--- src/rtl/sound_event_scheduler_pkg.sv ---
// Shared types and constants for the sound event scheduler.
// Source indices, tone divisors and priority helpers.
package sound_pkg;

  typedef enum logic [1:0] {
    IDLE,
    PLAY,
    GAP
  } state_t;

  localparam int SRC_BAD  = 2;
  localparam int SRC_GOOD = 1;
  localparam int SRC_MOVE = 0;

  localparam logic [7:0] FREQ_BAD  = 8'd126;
  localparam logic [7:0] FREQ_GOOD = 8'd89;
  localparam logic [7:0] FREQ_MOVE = 8'd149;

  // one-hot of the highest-ranked set bit (bad > good > move)
  function automatic logic [2:0] pick_hi(input logic [2:0] p);
    logic [2:0] r;
    r = '0;
    if (p[SRC_BAD])
      r[SRC_BAD] = 1'b1;
    else if (p[SRC_GOOD])
      r[SRC_GOOD] = 1'b1;
    else if (p[SRC_MOVE])
      r[SRC_MOVE] = 1'b1;
    return r;
  endfunction

  function automatic logic [7:0] freq_of(input logic [2:0] oh);
    logic [7:0] f;
    f = '0;
    unique case (1'b1)
      oh[SRC_BAD]:  f = FREQ_BAD;
      oh[SRC_GOOD]: f = FREQ_GOOD;
      oh[SRC_MOVE]: f = FREQ_MOVE;
      default:      f = '0;
    endcase
    return f;
  endfunction

endpackage

--- src/rtl/sound_event_scheduler_tone_timer.sv ---
// Down-counter shared by tone and gap intervals.
// Loads on strobe, counts to zero and holds there.
module tone_timer #(
  parameter int W = 5
) (
  input  logic         clk,
  input  logic         rst,
  input  logic         load,
  input  logic [W-1:0] load_val,
  output logic         done
);

  logic [W-1:0] count;

  // load wins over counting; parks at zero
  always_ff @(posedge clk) begin
    if (rst)
      count <= '0;
    else if (load)
      count <= load_val;
    else if (count != '0)
      count <= count - 1'b1;
  end

  assign done = (count == '0);

endmodule

--- src/rtl/sound_event_scheduler.sv ---
// Fixed-priority arbiter of game sound events onto
// the single tone oscillator, with tone and gap timing.
module sound_event_scheduler
  import sound_pkg::*;
#(
  parameter int TONE_TICKS = 20,
  parameter int GAP_TICKS  = 5
) (
  input  logic       clk,
  input  logic       rst,
  input  logic       enable_i,
  input  logic [2:0] req_i,
  output logic [7:0] freq_o,
  output logic       play_o,
  output logic [2:0] active_o,
  output logic       busy_o
);

  localparam int MAXT =
    (TONE_TICKS > GAP_TICKS) ? TONE_TICKS : GAP_TICKS;
  localparam int TW = $clog2(MAXT + 1);
  localparam logic [TW-1:0] TONE_LOAD =
    TW'(TONE_TICKS - 1);
  localparam logic [TW-1:0] GAP_LOAD =
    (GAP_TICKS > 0) ? TW'(GAP_TICKS - 1) : '0;

  state_t        state, state_n;
  logic [2:0]    pending, pend_n;
  logic [7:0]    freq_n;
  logic          play_n;
  logic [2:0]    act_n;
  logic [2:0]    pick;
  logic          grant, go_idle;
  logic          tload, tdone;
  logic [TW-1:0] tval;

  tone_timer #(.W(TW)) u_timer (
    .clk      (clk),
    .rst      (rst),
    .load     (tload),
    .load_val (tval),
    .done     (tdone)
  );

  // next state, pending latch, grant and output values
  always_comb begin
    state_n = state;
    pend_n  = pending | req_i;
    freq_n  = freq_o;
    play_n  = play_o;
    act_n   = active_o;
    tload   = 1'b0;
    tval    = '0;
    grant   = 1'b0;
    go_idle = 1'b0;
    pick    = pick_hi(pending);

    unique case (state)
      IDLE: grant = |pending;
      PLAY: begin
        if (pick > active_o)
          grant = 1'b1;
        else if (tdone) begin
          if (GAP_TICKS == 0) begin
            if (|pending) grant = 1'b1;
            else go_idle = 1'b1;
          end else begin
            state_n = GAP;
            tload   = 1'b1;
            tval    = GAP_LOAD;
            freq_n  = '0;
            play_n  = 1'b0;
            act_n   = '0;
          end
        end
      end
      GAP: begin
        if (tdone) begin
          if (|pending) grant = 1'b1;
          else go_idle = 1'b1;
        end
      end
      default: go_idle = 1'b1;
    endcase

    if (grant) begin
      state_n = PLAY;
      pend_n  = pend_n & ~pick;
      freq_n  = freq_of(pick);
      act_n   = pick;
      play_n  = 1'b1;
      tload   = 1'b1;
      tval    = TONE_LOAD;
    end

    if (go_idle) begin
      state_n = IDLE;
      freq_n  = '0;
      play_n  = 1'b0;
      act_n   = '0;
    end

    if (!enable_i) begin
      state_n = IDLE;
      pend_n  = '0;
      freq_n  = '0;
      play_n  = 1'b0;
      act_n   = '0;
      tload   = 1'b1;
      tval    = '0;
    end
  end

  // state, pending and registered outputs
  always_ff @(posedge clk) begin
    if (rst) begin
      state    <= IDLE;
      pending  <= '0;
      freq_o   <= '0;
      play_o   <= 1'b0;
      active_o <= '0;
      busy_o   <= 1'b0;
    end else begin
      state    <= state_n;
      pending  <= pend_n;
      freq_o   <= freq_n;
      play_o   <= play_n;
      active_o <= act_n;
      busy_o   <= (state_n != IDLE);
    end
  end

endmodule

--- config.mk ---
export PLATFORM = sky130hd
export DESIGN_NAME = sound_event_scheduler
export DESIGN_NICKNAME = d
export VERILOG_FILES = /design/src/rtl/sound_event_scheduler_pkg.sv /design/src/rtl/sound_event_scheduler_tone_timer.sv /design/src/rtl/sound_event_scheduler.sv
export SDC_FILE = /design/constraint.sdc
export NUM_CORES = 1
export LEC_CHECK = 0
export BUFFER_PORTS_ARGS = -buffer_cell sky130_fd_sc_hd__buf_2
export CAP_MARGIN = 20
export CORE_ASPECT_RATIO = 1.2
export CORE_MARGIN = 2
export CORE_UTILIZATION = 25
export CTS_BUF_LIST = sky130_fd_sc_hd__clkbuf_16
export CTS_CLUSTER_DIAMETER = 100
export CTS_CLUSTER_SIZE = 10
export DETAILED_ROUTE_END_ITERATION = 8
export HOLD_SLACK_MARGIN = 0.12
export PLACE_DENSITY = 0.53
export SYNTH_ARGS = -nofsm -noshare
export SYNTH_HDL_FRONTEND = slang
export SYNTH_SLANG_ARGS = --single-unit
--- constraint.sdc ---
create_clock -name clk -period 2.25 [get_ports clk]
set_input_delay 0.225 -clock clk [delete_from_list [all_inputs] [get_ports clk]]
set_output_delay 0.225 -clock clk [all_outputs]
set_load 0.01 [all_outputs]
# After elaboration in Yosys (flattened, before gate mapping)
# Cells that the tools add are included.
dict set report classes {
  add_sub_neg 1
  order_cmp 1
  eq_ne 3
  muxes 44
  bitwise 4
  reduce_logical 12
}
# op count
set op_table {}
lappend op_table {{8-bit two-way mux} 4}
lappend op_table {{3-bit two-way mux} 8}
lappend op_table {{8-bit one-hot mux with 3 select lines} 1}
lappend op_table {{5-bit two-way mux} 4}
lappend op_table {{1-bit two-way mux} 18}
lappend op_table {{2-bit two-way mux} 7}
lappend op_table {{2-bit nonzero test} 4}
lappend op_table {{3-bit OR reduction} 2}
lappend op_table {{5-bit logical NOT} 1}
lappend op_table {{5-bit nonzero test} 1}
lappend op_table {{5-bit by 1-bit subtractor with 5-bit output (second input constant)} 1}
lappend op_table {{2-bit OR reduction} 2}
lappend op_table {{3-bit AND} 1}
lappend op_table {{3-bit > comparator} 1}
lappend op_table {{3-bit NOT} 1}
lappend op_table {{3-bit bitwise OR} 1}
lappend op_table {{1-bit one-hot mux with 3 select lines} 1}
lappend op_table {{3-bit AND reduction} 1}
lappend op_table {{2-bit by 1-bit == test with 1-bit output (second input constant)} 1}
lappend op_table {{2-bit == test (second input constant)} 1}
lappend op_table {{2-bit logical NOT} 1}
lappend op_table {{2-bit != test (second input constant)} 1}
lappend op_table {{1-bit one-hot mux with 2 select lines} 1}
lappend op_table {{1-bit NOT} 1}
dict set report word_totals {
  ff_bits 23
  input_bits 6
  out_inout_bits 13
  wordCells 72
}

# Depth between registers and ports, before layout
# Gate-level depths: netlist of run 1.
dict set report depth {
  depth_word 10
  ltp_mapped 10
  ltp_nobuf 8
}

# Hierarchy
# Synthesis of run 1 repeated with hierarchy kept, for this count alone.
dict set report hier_totals {
  hier_cells 121
  area_unflattened_um2 1131.1
}
# mod instances cells_per_inst area_per_inst_um2 seq_area_each_um2
set by_module_without_submodules {}
lappend by_module_without_submodules {sound_event_scheduler 1 89 843.3 300.3}
lappend by_module_without_submodules {tone_timer 1 32 287.8 100.1}

# Worst setup path after synthesis of run 1
# No wires, ideal clock.
dict set report synth_path {
  kind {reg-to-reg}
  start {reg freq_o[5] (netlist name)}
  end {reg u_timer.count[2]}
  setup_ns 0.079
  arrival_time_ns 1.768
  t_required_ns 2.171
  slack_ns 0.403
  path_stages_with_launch 8
  n_path_buf 0
  period_less_slack_ns 1.847
  cell_sequence {dfxtp_1 > inv_1 > ha_1 > nor2b_1 > o2bb2ai_2 > o221ai_2 > or3_1 > a211oi_2}
}
# element line
set synth_lines {}
lappend synth_lines {{end signal, assigned} sound_event_scheduler_tone_timer.sv:20} ;# count <= load_val;
lappend synth_lines {{end signal, assigned} sound_event_scheduler_tone_timer.sv:22} ;# count <= count - 1'b1;
lappend synth_lines {{end, declared} sound_event_scheduler_tone_timer.sv:13} ;# logic [W-1:0] count;

# Worst setup path after layout of run 1
dict set report layout_path {
  start {reg pending[2]}
  end {reg u_timer.count[3]}
}
dict set report layout_via {
  elab_chain_cells 7
  elab_cells_between_ends 14
  cone_classes {order compare: 1; mux: 11; reduce/logical: 2}
}
# element line
set layout_lines {}
lappend layout_lines {{start, declared} sound_event_scheduler.sv:28} ;# logic [2:0] pending, pend_n;
lappend layout_lines {{start signal, assigned} sound_event_scheduler.sv:125} ;# pending <= pend_n;
lappend layout_lines {{2-bit two-way mux (tied with other cells)} sound_event_scheduler_pkg.sv:23} ;# if (p[SRC_BAD])
lappend layout_lines {{3-bit > comparator or 1-bit two-way mux (tied branches)} {sound_event_scheduler.sv:61, sound_event_scheduler.sv:79}}
lappend layout_lines {{1-bit two-way mux, on equally long branches} {sound_event_scheduler.sv:61, sound_event_scheduler.sv:78}}
lappend layout_lines {{1-bit one-hot mux with 3 select lines or 1-bit two-way mux (tied branches)} sound_event_scheduler.sv:58} ;# unique case (state)
lappend layout_lines {{1-bit two-way mux *} sound_event_scheduler.sv:86} ;# if (grant) begin
lappend layout_lines {{1-bit two-way mux *} sound_event_scheduler.sv:103} ;# if (!enable_i) begin
lappend layout_lines {{5-bit two-way mux or 2-bit nonzero test (tied branches)} --}
# Every way passes the cells marked *; elsewhere a longest branch is shown, timed or not.
# A chain may end at the register's enable or synchronous reset.

==> results.md, run 1 <==
- Crit path required time: roughly 2.4 ns
- Unrepaired setup endpoints after global routing: false
- Met2 Routed Length: 1180 microns
- Register area share after synthesis: 0.379
- Yosys reg bits: 20
- Most common cell in the synthesized netlist: dfxtp_1
- GR Util All Layers: 0.108
- Setup TNS: 0 ns
- Top cells by area, synth: dfxtp_1, nand2_1, ha_1, a21oi_1, o32ai_2
- Pre-CTS WS: 0.259 ns
- Sink Count: 20
- Final min period: between 1.5 and 2 ns
- Layout cells sized above 1: 0.326
- # Post-CTS Setup Buffers: 0
- Clock skew: 0.00191 ns
- DRT Wirelength: 2420 microns
- DRC Markers: 0
- Vias in the first global route: 870
- Post-Syn Area: 0.00106 sq mm
- P&R area growth vs syn: 25.4%
- Worst R2R End: u_timer.count[3]
- I/O Pins: 19
- Clock slew seen by the registers of the worst setup and hold paths: 0.06 ns
- Initial drt markers: 38
- Arrival time worst endpoint: about 2.2 ns
- Number of hold buffers added after cts: 0
- Leakage: roughly 0.54 nW
- Outcome: finished, final reports clean
- Worst stage delay on the critical path: between 0.3 and 0.4 ns
- Netlist cell types: 39
- Max-capacitance violation count: 0
- Syn Inst Count: 111
- Core ar.: roughly 0.004 sq mm
- Global-route wire length before repair: just over 4000 microns
- Buf+Inv Stages, Crit Path: 1
- Reg2reg start: pending[2]
- Critical Path Start Type: register
- Placement Rows: 25
- Design area: around 0.0013 sq mm
- Synthesized net count: 121
- Port bufs: 18
- Worst-Margin Slew: 0.396 ns
- Syn. warnings: 0
- Pwr Density: roughly 850 mW/mm^2
- Post-DP Area: 0.00122 sq mm
- Crit-path slowest cell: dfxtp_1
- Initial antenna violation count: 0
- Min setup slack post-route: 0.261 ns
- CP top delay family: compound AO/OA/AOI/OAI gates
- CTS tree: yes
- Endpoints failing setup: 0
- Peak VDD IR: slightly above 0.4 mV
- Fmax achieved: 503 MHz
- Share of flip-flops with an asynchronous set or reset: 0
- Clock Tree Buf Depth: 2
- Worst Setup SP: pending[2]
- Met3 wire len: ~150 microns
- Syn_area_per_cell: between 9 and 10 sq um
- R2R cell count: 9
- Top cell type's share of synthesized area: 0.379
- Worst setup EP type: register
- Fin. Hold Viols: 0
- Synth cell count leaders: dfxtp_1, nand2_1, a21oi_1
- Num CTS Buffers: 3
- Cell Chain, Critical Path: nor2_1 -> nand2_1 -> ha_1 -> nand2_1 -> a21oi_2 -> o221ai_2 -> o21a_1 -> buf_12 -> nor4_2
- Levels on crit path: 9
- Final nets: 143
- First-pass iteration count of the detailed router: 4
- M1 WL: 1080 microns
- Register-to-register setup slack: between 0.2 and 0.3 ns
- Clock Tree Root: clkbuf_16
- Largest net degree at the start of global routing: 13
- Post-synth EDFFs: 0
- Min-Delay Path Class: in -> reg
- Power, Total: 1.13 mW
- Total number of vias: 884
- Highest routed layer: met4
- Overflow after GRT: 0
- Worst path most repeated cell: nand2_1
- Horiz. Die Dim: 63.3 microns
- Clock Latency Late Sink: 0.25 ns
- GP Congestion: 0.829
- Initial Utilization: 0.264
- Yosys top cell by area: dfxtp_1
- H-tree depth: 1
- Remaining antenna violation count after routing: 0
- Slew Limit Fails: 0
- Max_slew headroom: 0.736
- WL/cell: ~13 microns
- Worst setup path endpoint: u_timer.count[3]
- ANT cells: 0
- Post-cts resize count: 0
- Post-DR vias/cell: 4.75
- Die area: 0.00476 sq mm
- Final period util: 0.884
- Crit path max fanout: 10
- Die height: approximately 75 microns
- Ys flop type: dfxtp_1
- Post-detail-place hpwl: about 1900 microns
- Worst Path Class, Setup: reg -> reg
==> how the worst min path moves through the flow <==
stage / cells after the start / end / from / slack, ns
floorplan: 1 / pending[0] / req_i[0] / 0.36
global placement: 2 / pending[0] / req_i[0] / 0.45
detailed placement: 2 / freq_o[0] / freq_o[0] / 0.45
CTS: 2 / pending[0] / req_i[0] / 0.20
global route: 2 / pending[0] / req_i[0] / 0.23
finish: 2 / pending[0] / req_i[0] / 0.20
==> cells by family after synthesis <==
kind of cell	share of synthesized area
muxes	0.0107
and+or+nand+nor	0.219
buffers and inverters	0.0711
DFF	0.379
adders and majority gates	0.0474
AOI/OAI and AO/OA	0.248
xor gates and xnor gates	0.0249
==> placed cells by master (no fill, tap or decap), drive strengths merged <==
cell type,Yosys,final
o221a,1,1
clkbuf,0,3
nor4b,1,1
o21a,1,1
a211oi,1,1
o41ai,1,1
o311ai,1,1
nor4,1,1
ha,4,4
a21oi,8,8
o32ai,5,5
and3,1,1
mux2,1,1
and2,1,1
o221ai,1,1
nand3b,1,1
o2bb2ai,2,2
nand3,3,3
buf,8,25
bufinv,0,1
or3,1,1
nor2,4,4
o211a,2,2
xnor2,3,3
dfxtp,20,20
inv,4,4
nand2,17,17
nor3,3,3
o22ai,3,3
nand4,1,1
o21ai,5,5
nand2b,3,3
nor2b,3,3
==> area by class of cell <==
| cell class | count | area, sq um |
|---|---|---|
| Fill cell | 442 | 2680 |
| Multi-Input combinational cell | 79 | 581 |
| Timing Repair Buffer | 25 | 155 |
| Clock buffer | 3 | 75.1 |
| Clock inverter | 1 | 30.0 |
| Tap cell | 54 | 67.6 |
| Inverter | 4 | 15.0 |
| Sequential cell | 20 | 400 |
==> metrics by stage <==
| step | hold slack, ns | utilization | instances |
|---|---|---|---|
| after floorplan | 0.363 | - | 111 |
| after global routing | 0.231 | 0.331 | 186 |
| after CTS | 0.196 | 0.331 | 186 |
| after global placement | 0.449 | 0.304 | 182 |
| after detailed placement | 0.455 | 0.304 | 182 |
| final | 0.204 | 0.331 | 186 |
==> power breakdown <==
part	switching, mW	leakage, nW	total, mW	internal, mW
logic	0.135	0.321	0.249	0.113
registers	0.0229	0.163	0.399	0.376
clock network	0.129	0.0511	0.482	0.353
==> registers in the layout, summed over array words and instances (netlist names) <==
| register | count |
|---|---|
| freq_o | 6 |
| u_timer.count | 5 |
| pending | 3 |
| active_o | 2 |
| state | 2 |
| busy_o | 1 |
| play_o | 1 |
==> routing by layer <==
layer  track usage  vias to the layer above
met2         0.198                       30
met1         0.126                      406
met5             0                        -
met4        0.0266                        0
li1              -                      446
met3        0.0284                        2
(Power assumes the default switching activity.)
==> run 2, diff against run 1 <==
--- a/config.mk
+++ b/config.mk
@@ -7,6 +7,8 @@
 export LEC_CHECK = 0
 export BUFFER_PORTS_ARGS = -buffer_cell sky130_fd_sc_hd__buf_2
 export CAP_MARGIN = 20
+export CELL_PAD_IN_SITES_DETAIL_PLACEMENT = 0
+export CELL_PAD_IN_SITES_GLOBAL_PLACEMENT = 1
 export CORE_ASPECT_RATIO = 1.2
 export CORE_MARGIN = 2
 export CORE_UTILIZATION = 25
@@ -15,7 +17,7 @@
 export CTS_CLUSTER_SIZE = 10
 export DETAILED_ROUTE_END_ITERATION = 8
 export HOLD_SLACK_MARGIN = 0.12
-export PLACE_DENSITY = 0.53
+export PLACE_DENSITY = 0.63
 export SYNTH_ARGS = -nofsm -noshare
 export SYNTH_HDL_FRONTEND = slang
 export SYNTH_SLANG_ARGS = --single-unit
==> results.md, run 2 (same netlist as run 1, synthesis figures left out) <==
- Internal: 0.718 mW
- Worst Path Class, Setup: reg -> reg
- Final core utilization: 0.320
- CTS tree: yes
- Slew Limit Fails: 0
- Worst stage delay on the critical path: 0.38 ns
- I/O Pins: 19
- Pwr Density: slightly below 800 mW/mm^2
- Clock Tree Root: clkbuf_16
- Post-DP Area: 0.00119 sq mm
- Die area: 0.00476 sq mm
- GR Util All Layers: 0.109
- Leakage: 0.510 nW
- Final min period: around 2 ns
- Peak VDD IR: 0.436 mV
- Worst R2R End: freq_o[5]
- Post-cts resize count: 0
- Global-route wire length before repair: 4040 microns
- Final nets: 141
- Total number of vias: 887
- Worst setup EP type: register
- Pre-CTS WS: 0.250 ns
- Min-Delay Path Class: in -> reg
- Worst Setup SP: pending[1]
- Most frequent cells in the layout: dfxtp_1, buf_2, nand2_1
- Crit-path slowest cell: dfxtp_1
- Final period util: 0.887
- Worst path most repeated cell: nand2_1
- ANT cells: 0
- Most flops, register: freq_o
- Unrepaired setup endpoints after global routing: false
- Worst-Margin Slew: between 0.4 and 0.5 ns
- Reg2reg start: pending[1]
- # Post-CTS Setup Buffers: 0
- R2R cell count: 9
- Post-DR vias/cell: 4.82
- Die height: 75.2 microns
- Worst setup path endpoint: freq_o[5]
- Horiz. Die Dim: 63.3 microns
- Power, Total: 1.01 mW
- Fmax achieved: 501 MHz
- Fill cells: 459
- First-pass iteration count of the detailed router: 5
- Most common cell after layout, fill and taps aside: dfxtp_1
- Max_slew headroom: 0.680
- Design area: 0.00128 sq mm
- DRT Wirelength: 2430 microns
- Core ar.: 0.00400 sq mm
- H-tree depth: 1
- Initial Utilization: 0.264
- Initial antenna violation count: 0
- Placed Instances: 180
- Clock Tree Buf Depth: 2
- Crit path required time: approximately 2.4 ns
- Vias in the first global route: 852
- Post-detail-place hpwl: 1820 microns
- Critical Path Start Type: register
- P&R area growth vs syn: 21.3%
- Min setup slack post-route: 0.255 ns
- Combinational Power Share: 0.238
- Number of hold buffers added after cts: 0
- Fin. Hold Viols: 0
- Max-capacitance violation count: 0
- WL/cell: 13.2 microns
- Port bufs: 18
- Finished Layout Cells: 184
- Arrival time worst endpoint: between 2 and 2.5 ns
- Remaining antenna violation count after routing: 0
- Endpoints failing setup: 0
- Sw Share: 0.289
- Clock Latency Late Sink: 0.25 ns
- DRC Markers: 0
- Outcome: finished, final reports clean
- Crit path max fanout: 10
- Largest net degree at the start of global routing: 12
- Largest register FFs: 6
- Num CTS Buffers: 3
- Seq pwr share: 0.396
- Sink Count: 20
- Clock skew: 0.00349 ns
- Register-to-register setup slack: approximately 0.25 ns
- Layout cells sized above 1: 0.308
- Hold_ws: 0.206 ns
- Cell Chain, Critical Path: nor2_1 -> nand2_1 -> ha_1 -> nand2_1 -> a21oi_2 -> o221ai_4 -> o21a_1 -> buf_4 -> o32ai_2
- Biggest regs: freq_o: 6 flops, u_timer.count: 5 flops, pending: 3 flops
- Clock slew seen by the registers of the worst setup and hold paths: ~0.060 ns
- GP Congestion: 0.841
- Overflow after GRT: 0
- P_sw: around 0.29 mW
- Setup TNS: 0 ns
- Clock share of power: 0.366
- Initial drt markers: 33
- Placement Rows: 25
==> run 2: power by group through the flow <==
stage                     combinational, mW  clock (mW)  sequential (mW)
after floorplan                       0.177           0            0.405
after global placement                0.237           0            0.406
after detailed placement              0.237           0            0.407
after CTS                             0.239       0.380            0.399
after global routing                  0.267       0.397            0.403
final                                 0.240       0.369            0.399
==> run 2: area by class of cell <==
cell class | instances | area (sq um) | area share
clock buffer | 3 | 75.1 | 0.0586
clock inverter | 1 | 3.75 | 0.00293
inverter | 4 | 15.0 | 0.0117
multi-input combinational | 79 | 592 | 0.462
sequential | 20 | 400 | 0.312
tap | 54 | 67.6 | 0.0527
timing repair buffer | 23 | 128 | 0.0996
==> run 2: worst max-delay path: cells and delay by family, from the launching register on <==
family | cells | cell delay, ns
AO/OA/AOI/OAI | 4 | 0.73
buffers and inverters | 1 | 0.18
adder cells (fa/ha/maj) | 1 | 0.28
flip-flops | 1 | 0.38
AND/OR/NAND/NOR | 3 | 0.34
==> run 2: how the worst min path moves through the flow <==
| stage | startpoint | endpoint | slack (ns) | cells after the start |
|---|---|---|---|---|
| global placement | freq_o[7] | freq_o[7] | 0.46 | 2 |
| floorplan | req_i[0] | pending[0] | 0.36 | 1 |
| detailed placement | freq_o[0] | freq_o[0] | 0.46 | 2 |
| global route | req_i[0] | pending[0] | 0.21 | 2 |
| CTS | req_i[0] | pending[0] | 0.21 | 2 |
| finish | req_i[0] | pending[0] | 0.21 | 2 |
==> run 2: layer usage <==
| metal | share of wire | track usage | vias to the layer above |
|---|---|---|---|
| li1 | - | - | 441 |
| met1 | 0.44 | 0.131 | 425 |
| met2 | 0.51 | 0.195 | 17 |
| met3 | 0.039 | 0.0314 | 4 |
| met4 | 0.0078 | 0.0217 | 0 |
| met5 | 0 | 0 | - |
==> run 3, diff against run 2 <==
--- a/config.mk
+++ b/config.mk
@@ -5,7 +5,6 @@
 export SDC_FILE = /design/constraint.sdc
 export NUM_CORES = 1
 export LEC_CHECK = 0
-export BUFFER_PORTS_ARGS = -buffer_cell sky130_fd_sc_hd__buf_2
 export CAP_MARGIN = 20
 export CELL_PAD_IN_SITES_DETAIL_PLACEMENT = 0
 export CELL_PAD_IN_SITES_GLOBAL_PLACEMENT = 1
@@ -16,8 +15,9 @@
 export CTS_CLUSTER_DIAMETER = 100
 export CTS_CLUSTER_SIZE = 10
 export DETAILED_ROUTE_END_ITERATION = 8
+export DONT_BUFFER_PORTS = 1
 export HOLD_SLACK_MARGIN = 0.12
-export PLACE_DENSITY = 0.63
+export PLACE_DENSITY = 0.57
 export SYNTH_ARGS = -nofsm -noshare
 export SYNTH_HDL_FRONTEND = slang
 export SYNTH_SLANG_ARGS = --single-unit
==> constraint.sdc (replaced) <==
create_clock -name clk -period 2.25 [get_ports clk]
set_input_delay 0.1125 -clock clk [delete_from_list [all_inputs] [get_ports clk]]
set_output_delay 0.1125 -clock clk [all_outputs]
set_load 0.01 [all_outputs]
==> results.md, run 3 (same netlist as run 1, synthesis figures left out) <==
- Outcome: finished, final reports clean
- I/O Pins: 19
- Max-capacitance violation count: 0
- Largest net degree at the start of global routing: 13
- ANT cells: 0
- Post-detail-place hpwl: 1910 microns
- Slew Limit Fails: 0
- GR Util All Layers: 0.117
- Worst setup EP type: register
- Sink Count: 20
- Crit path required time: roughly 2.4 ns
- Peak VDD IR: 0.542 mV
- Largest register FFs: 6
- Final min period: 2.00 ns
- Final nets: 129
- Setup TNS: 0 ns
- Fmax achieved: 500 MHz
- Die area: 0.00476 sq mm
- Initial Utilization: 0.264
- Placement Rows: 25
- Pwr Density: 888 mW/mm^2
- Horiz. Die Dim: 63.3 microns
- Layout cells sized above 1: 0.212
- First-pass iteration count of the detailed router: 4
- Most frequent cells in the layout: dfxtp_1, nand2_1, a21oi_1, buf_4
- DRC Markers: 0
- Min-Delay Path Class: in -> reg
- H-tree depth: 1
- Crit path max fanout: 10
- Overflow after GRT: 0
- Clock Latency Late Sink: ~0.25 ns
- DRT Wirelength: 2500 microns
- Post-DR vias/cell: 4.83
- Number of hold buffers added after cts: 4
- Initial drt markers: 67
- Seq. cell area: 400 sq um
- Num CTS Buffers: 3
- Remaining antenna violation count after routing: 0
- Clock slew seen by the registers of the worst setup and hold paths: 0.06 ns
- Post-cts resize count: 0
- Worst-Margin Slew: 0.475 ns
- Port bufs: 0
- Unrepaired setup endpoints after global routing: false
- Hold_ws: 0.129 ns
- Arrival time worst endpoint: 2.11 ns
- Clock skew: 0.00399 ns
- Critical Path Start Type: register
- Worst Path Class, Setup: reg -> reg
- CTS tree: yes
- WL/cell: 14.6 microns
- Clock Tree Root: clkbuf_16
- # Post-CTS Setup Buffers: 0
- Endpoints failing setup: 0
- GP Congestion: about 0.77
- Fin. Hold Viols: 0
- Max_slew headroom: 0.682
- Area of the multi-input gates: just under 600 sq um
- Initial antenna violation count: 0
- Total number of vias: 830
- P&R area growth vs syn: 19.4%
- Fill cells: ~440
- Final period util: 0.890
- Biggest regs: freq_o: 6 flops, u_timer.count: 5 flops, pending: 3 flops
- Die height: 75.2 microns
- Vias in the first global route: 874
- Leakage: between 0.4 and 0.5 nW
- Core ar.: about 0.004 sq mm
- Global-route wire length before repair: around 4300 microns
- Most common cell after layout, fill and taps aside: dfxtp_1
- Most flops, register: freq_o
- Clock Tree Buf Depth: 2
run 3: changes by cell type in the layout (fill, tap and decap cells not counted), sizes merged:
cell         before  now
dlygate4sd3       0    4
clkinv            1    0
bufinv            0    1
buf              23    7
run 3: path summary, 6_finish.rpt:
check	startpoint	endpoint	slack (ns)	cells past startpoint
hold reg to reg	freq_o[0]	freq_o[0]	0.51	2
setup / recovery	pending[2]	u_timer.count[4]	0.25	9
setup reg to reg	pending[2]	u_timer.count[4]	0.25	9
hold / removal	rst	u_timer.count[0]	0.13	2
run 3: worst max-delay path, stage by stage, from the launching register on:
cell and delay (ns):
dfxtp_1 0.34, nor2_1 0.19, nand2_1 0.08, ha_1 0.18
nor2b_1 0.14, o2bb2ai_2 0.08, o221ai_2 0.39, o21a_1 0.16
buf_4 0.18, o22ai_1 0.11
run 3: layer usage:
layer / vias up / global-route usage / wire length, microns
met4: 0 / 0.0290 / 0
met1: 390 / 0.136 / 1090
met2: 23 / 0.214 / 1270
met5: - / 0 / 0
met3: 0 / 0.0329 / 140
li1: 417 / - / -
run 3: power breakdown:
part | switching (mW) | internal [mW] | leakage [nW]
Combinational | 0.128 | 0.103 | 0.244
Sequential | 0.0273 | 0.376 | 0.163
Clock | 0.133 | 0.353 | 0.0511
Total | 0.288 | 0.831 | 0.458
run 3: final cells by class:
type	count	area share
Clock buffer	3	0.0595
Tap cell	54	0.0536
Multi-Input combinational cell	79	0.460
Clock inverter	1	0.0238
Timing Repair Buffer	11	0.0734
Sequential cell	20	0.317
Inverter	4	0.0119
run 3: per-stage QoR:
stage	instance area [sq um]	worst slack, ns	util	power, mW	std cells
floorplan	1060	0.403	-	0.582	111
global placement	1120	0.307	0.279	0.635	164
detailed placement	1120	0.292	0.279	0.637	164
CTS	1260	0.259	0.315	1.14	172
global route	1260	0.116	0.315	1.19	172
finish	1260	0.248	0.315	1.12	172
